File: src/rtl/sum4_controller.sv
// Streaming word summer: after start, accumulates WORDS unsigned words over a
// valid/ready input, then holds the sum on a valid/ready output until taken.
//
// state   | meaning
// S_IDLE  | waiting for start; no input accepted, no sum offered
// S_ACCUM | accepting words into r_acc, r_cnt counts accepted words
// S_DONE  | offering r_acc as sum_data until sum_ready (or abort)
module sum4_controller #(
  parameter  int WIDTH = 8,
  parameter  int WORDS = 4,
  localparam int CNT_W = $clog2(WORDS),
  localparam int SUM_W = WIDTH + CNT_W
) (
  input  logic             clk,
  input  logic             sync_reset,
  input  logic             start,
  input  logic             abort,
  input  logic             in_valid,
  input  logic [WIDTH-1:0] in_data,
  output logic             in_ready,
  output logic             sum_valid,
  output logic [SUM_W-1:0] sum_data,
  input  logic             sum_ready,
  output logic             busy
);

  typedef enum logic [1:0] {
    S_IDLE  = 2'd0,
    S_ACCUM = 2'd1,
    S_DONE  = 2'd2
  } state_t;

  state_t           r_state;
  state_t           w_next_state;
  logic [SUM_W-1:0] r_acc;
  logic [CNT_W-1:0] r_cnt;
  logic             w_xfer;
  logic             w_last;
  logic             w_restart;

  // in_ready is a pure decode of state, so the transfer needs only the state
  assign w_xfer    = (r_state == S_ACCUM) && in_valid;
  assign w_last    = (r_cnt == CNT_W'(WORDS - 1));
  assign w_restart = start && ((r_state == S_IDLE) ||
                               ((r_state == S_DONE) && sum_ready));

  always_ff @(posedge clk) begin
    if (sync_reset) begin
      r_state <= S_IDLE;
      r_acc   <= '0;
      r_cnt   <= '0;
    end else begin
      r_state <= w_next_state;
      if (abort || w_restart) begin
        r_acc <= '0;
        r_cnt <= '0;
      end else if (w_xfer) begin
        r_acc <= r_acc + SUM_W'(in_data);
        r_cnt <= r_cnt + CNT_W'(1);  // wraps to 0 on the last word
      end
    end
  end

  always_comb begin
    w_next_state = r_state;
    if (abort) begin
      w_next_state = S_IDLE;
    end else begin
      unique case (r_state)
        S_IDLE:  if (start) w_next_state = S_ACCUM;
        S_ACCUM: if (w_xfer && w_last) w_next_state = S_DONE;
        S_DONE:  if (sum_ready) w_next_state = start ? S_ACCUM : S_IDLE;
        default: w_next_state = S_IDLE;
      endcase
    end
  end

  always_comb begin
    in_ready  = 1'b0;
    sum_valid = 1'b0;
    sum_data  = '0;
    busy      = 1'b0;
    unique case (r_state)
      S_ACCUM: begin
        in_ready = 1'b1;
        busy     = 1'b1;
      end
      S_DONE: begin
        sum_valid = 1'b1;
        sum_data  = r_acc;
        busy      = 1'b1;
      end
      default: ;
    endcase
  end

endmodule

File: config.mk
export PLATFORM = sky130hd
export DESIGN_NAME = sum4_controller
export DESIGN_NICKNAME = d
export VERILOG_FILES = /design/src/rtl/sum4_controller.sv
export SDC_FILE = /design/constraint.sdc
export NUM_CORES = 1
export LEC_CHECK = 0
export ABC_CLOCK_PERIOD_IN_PS = 2150
export CORE_MARGIN = 10
export CORE_UTILIZATION = 60
export DETAILED_ROUTE_END_ITERATION = 7
export DONT_BUFFER_PORTS = 1
export GPL_ROUTABILITY_DRIVEN = 0
export PLACE_DENSITY = 0.76
export SYNTH_ARGS = -nofsm -noshare
export SYNTH_HDL_FRONTEND = slang
export SYNTH_SLANG_ARGS = --single-unit
export TNS_END_PERCENT = 1
File: constraint.sdc
create_clock -name clk -period 2.15 [get_ports clk]
set_clock_uncertainty 0.05 [all_clocks]
set_input_delay 0.1075 -clock clk [delete_from_list [all_inputs] [get_ports clk]]
set_output_delay 0.1075 -clock clk [all_outputs]
set_load 0.05 [all_outputs]
==> metrics.csv <==
stage;metric;value;unit
worst_setup_path;rrSetupSlack;150;ps
die;die_area;3850;sq um
routing;vias;971;
die;initial_core_util;62.1;%
routing;routed_wl;2.48;mm
sta;finalHoldViolCount;0;
worst_setup_path;r2r_start;r_acc[0];
routing;dr.pass1.iters;4;
cells_and_area;n_antenna_cell;0;
synth;postSynthCellCount;130;
worst_setup_path;crit_start;r_acc[0];
worst_setup_path;required;2280;ps
worst_setup_path;worst-path-max-fanout;3;
sta;whs;18.8;ps
global_route;grt-ovfl-total;0;
min_path;min_path_type;in2reg;
sta;rsz0062_at_grt;false;
clock_tree;cts_max_level;1;
worst_setup_path;r2r-end;r_acc[8];
pwr;vdd_ir_drop_max;385;uV
flow_run;maxCapViolCount;0;
sta;max_slew_margin;65.4;%
sta;fmax;499;MHz
synth;syn_nets;159;
sta;tightest_slew;518;ps
routing;wl_per_cell;14.5;um
cells_and_area;fillers;134;
clock_tree;cts_buffers;3;
cells_and_area;syn_to_final_growth;16.5;%
routing;ant_nets;0;
global_route;grt_pass1_wl;4.20;mm
die;design.core.area;1710;sq um
global_route;grt_pass1_vias;1017;
synth;post-synth-top-area-cell;dfxtp_1;
clock_tree;cts_tree;yes;
global_route;grt_usage;14.5;%
sta;drv_slew;0;
clock_tree;cts_root_buf;clkbuf_4;
sta;setup_viol;0;
status;status;completed;
synth;ys_seq_area_share;26.4;%
worst_setup_path;cp.arrival;2130;ps
clock_tree;cts-resized-gates;0;
worst_setup_path;crit_path_end_kind;register;
synth;ys_types;31;
synth;synth_area_leaders;dfxtp_1, ha_1, and2_1;
global_route;grt_max_degree;11;
die;placementRows;15;
worst_setup_path;start_kind;register;
sta;period_share;93.2;%
worst_setup_path;critical_path_class;reg2reg;
placement;port_buffers;0;
cells_and_area;final_layout_size_suffix_gt1_share;15.1;%
die;die_y;62.0;um
clock_tree;clock_sinks;14;
die;ios;27;
cells_and_area;fin_nets;176;
pwr;leakagePower;0.547;nW
clock_tree;clockBufferDepth;2;
placement;place_hpwl;1.96;mm
synth;syn_avg_cell_area;8.15;sq um
worst_setup_path;endpoint;r_acc[8];
pwr;powerDensity;446;nW/um^2
routing;post-route-drc-count;0;
routing;via_per_inst;5.68;
synth;ys_warn_count;0;
die;die_w;62.0;um
sta;finalSetupTns;0;ps
worst_setup_path;r2r_cells;8;
global_route;antenna_found_initial;0;
synth;synth-seq-cells;14;
synth;synth_top_area_share;26.4;%
clock_tree;path_clk_slew;90;ps
clock_tree;clk_latency;290;ps
sta;min_period;2000;ps
synth;syn-cell-area;1060;sq um
routing;drt-initial-drc-count;34;
## what timing repair did
item / CTS / global route
setup buffers: 0 / 0
hold endpoints to repair: 6 / 0
endpoints found under the setup margin: 0 / 0
hold buffers: 2 / 0
## placed cells by master, fill, tap and decap left out, drive strengths merged
cell type / instances
nand2b: 2
nand2: 15
mux2i: 5
o211a: 1
a41oi: 1
o21a: 4
o31ai: 3
buf: 14
and2: 12
dlygate4sd3: 2
a21oi: 11
inv: 7
a2bb2oi: 1
clkbuf: 4
nor3: 7
ha: 14
xnor2: 3
nor2b: 3
and3: 2
nor2: 9
fa: 1
a222oi: 1
nand3: 4
a211o: 1
dfxtp: 14
a21o: 2
o21ai: 1
a211oi: 2
## critical path, cell delays in order (launching register included)
cell	delay, ps
dfxtp_1	350
ha_1	160
inv_1	60
fa_1	380
nor2b_1	210
o31ai_1	120
a21oi_1	220
a41oi_1	190
mux2i_1	160
## layer usage
layer / part of all wire, % / vias to the layer above / GRT usage, %
met5: 0 / - / 0
met4: 3.4 / 0 / 9.55
met3: 7.4 / 11 / 4.88
met2: 49 / 28 / 24.3
met1: 40 / 445 / 15.1
li1: - / 487 / -
## per-stage QoR
step	setup slack, ps	power, mW	instances	utilization [%]	instance area (sq um)
floorplan	176	0.338	130	-	1060
global placement	254	0.351	165	69.0	1180
detailed placement	190	0.353	165	69.0	1180
CTS	176	0.552	171	72.3	1230
global route	7.40	0.576	171	72.3	1230
finish	146	0.551	171	72.3	1230
## layout make-up
| cell class | instances | area (sq um) | area share [%] |
|---|---|---|---|
| multi-input cells | 105 | 736 | 59.6 |
| flip-flops and latches | 14 | 280 | 22.7 |
| repair buffers | 16 | 125 | 10.1 |
| clock buffers | 4 | 36.3 | 2.94 |
| well taps | 25 | 31.3 | 2.53 |
| inverters | 7 | 26.3 | 2.13 |
## worst min-delay path by stage
stage,cells after the start,slack (ps),startpoint,end
2_1_floorplan,1,130,abort,r_state[0]
4_1_cts,3,30,start,r_acc[6]
3_5_place_dp,1,140,abort,r_state[0]
6_report,3,20,start,r_acc[6]
3_3_place_gp,1,140,abort,r_state[0]
5_1_grt,3,50,start,r_acc[7]
## sequential cells by signal, indices dropped and copies added, names as in the netlist
signal   cells
r_cnt        2
r_acc       10
r_state      2
## logic make-up (layout without fill, tap and decap cells)
logic type	count (synthesis)	count (layout)	synth area share, %
and+or+nand+nor	54	54	25.4
AOI/OAI and AO/OA	28	28	18.4
adders and majority gates	15	15	18.4
DFF	14	14	26.4
buffers and inverters	11	27	4.13
muxes	5	5	4.72
xor gates and xnor gates	3	3	2.48
## cell usage after synthesis (all sizes together)
library cell   n
o211a          1
nand2         15
o21a           4
a2bb2oi        1
o21ai          1
ha            14
a21oi         11
nand2b         2
and2          12
mux2i          5
a21o           2
a211oi         2
fa             1
nor3           7
nand3          4
a211o          1
xnor2          3
a41oi          1
inv            7
buf            2
o31ai          3
clkbuf         2
nor2b          3
nor2           9
and3           2
dfxtp         14
a222oi         1
## report_power, final
group / internal [mW] / total [mW] / switching (mW)
Clock: 0.103 / 0.199 / 0.0958
Sequential: 0.262 / 0.265 / 0.00299
Combinational: 0.0341 / 0.0873 / 0.0531
No activity file was read; power rests on OpenSTA's default activity.
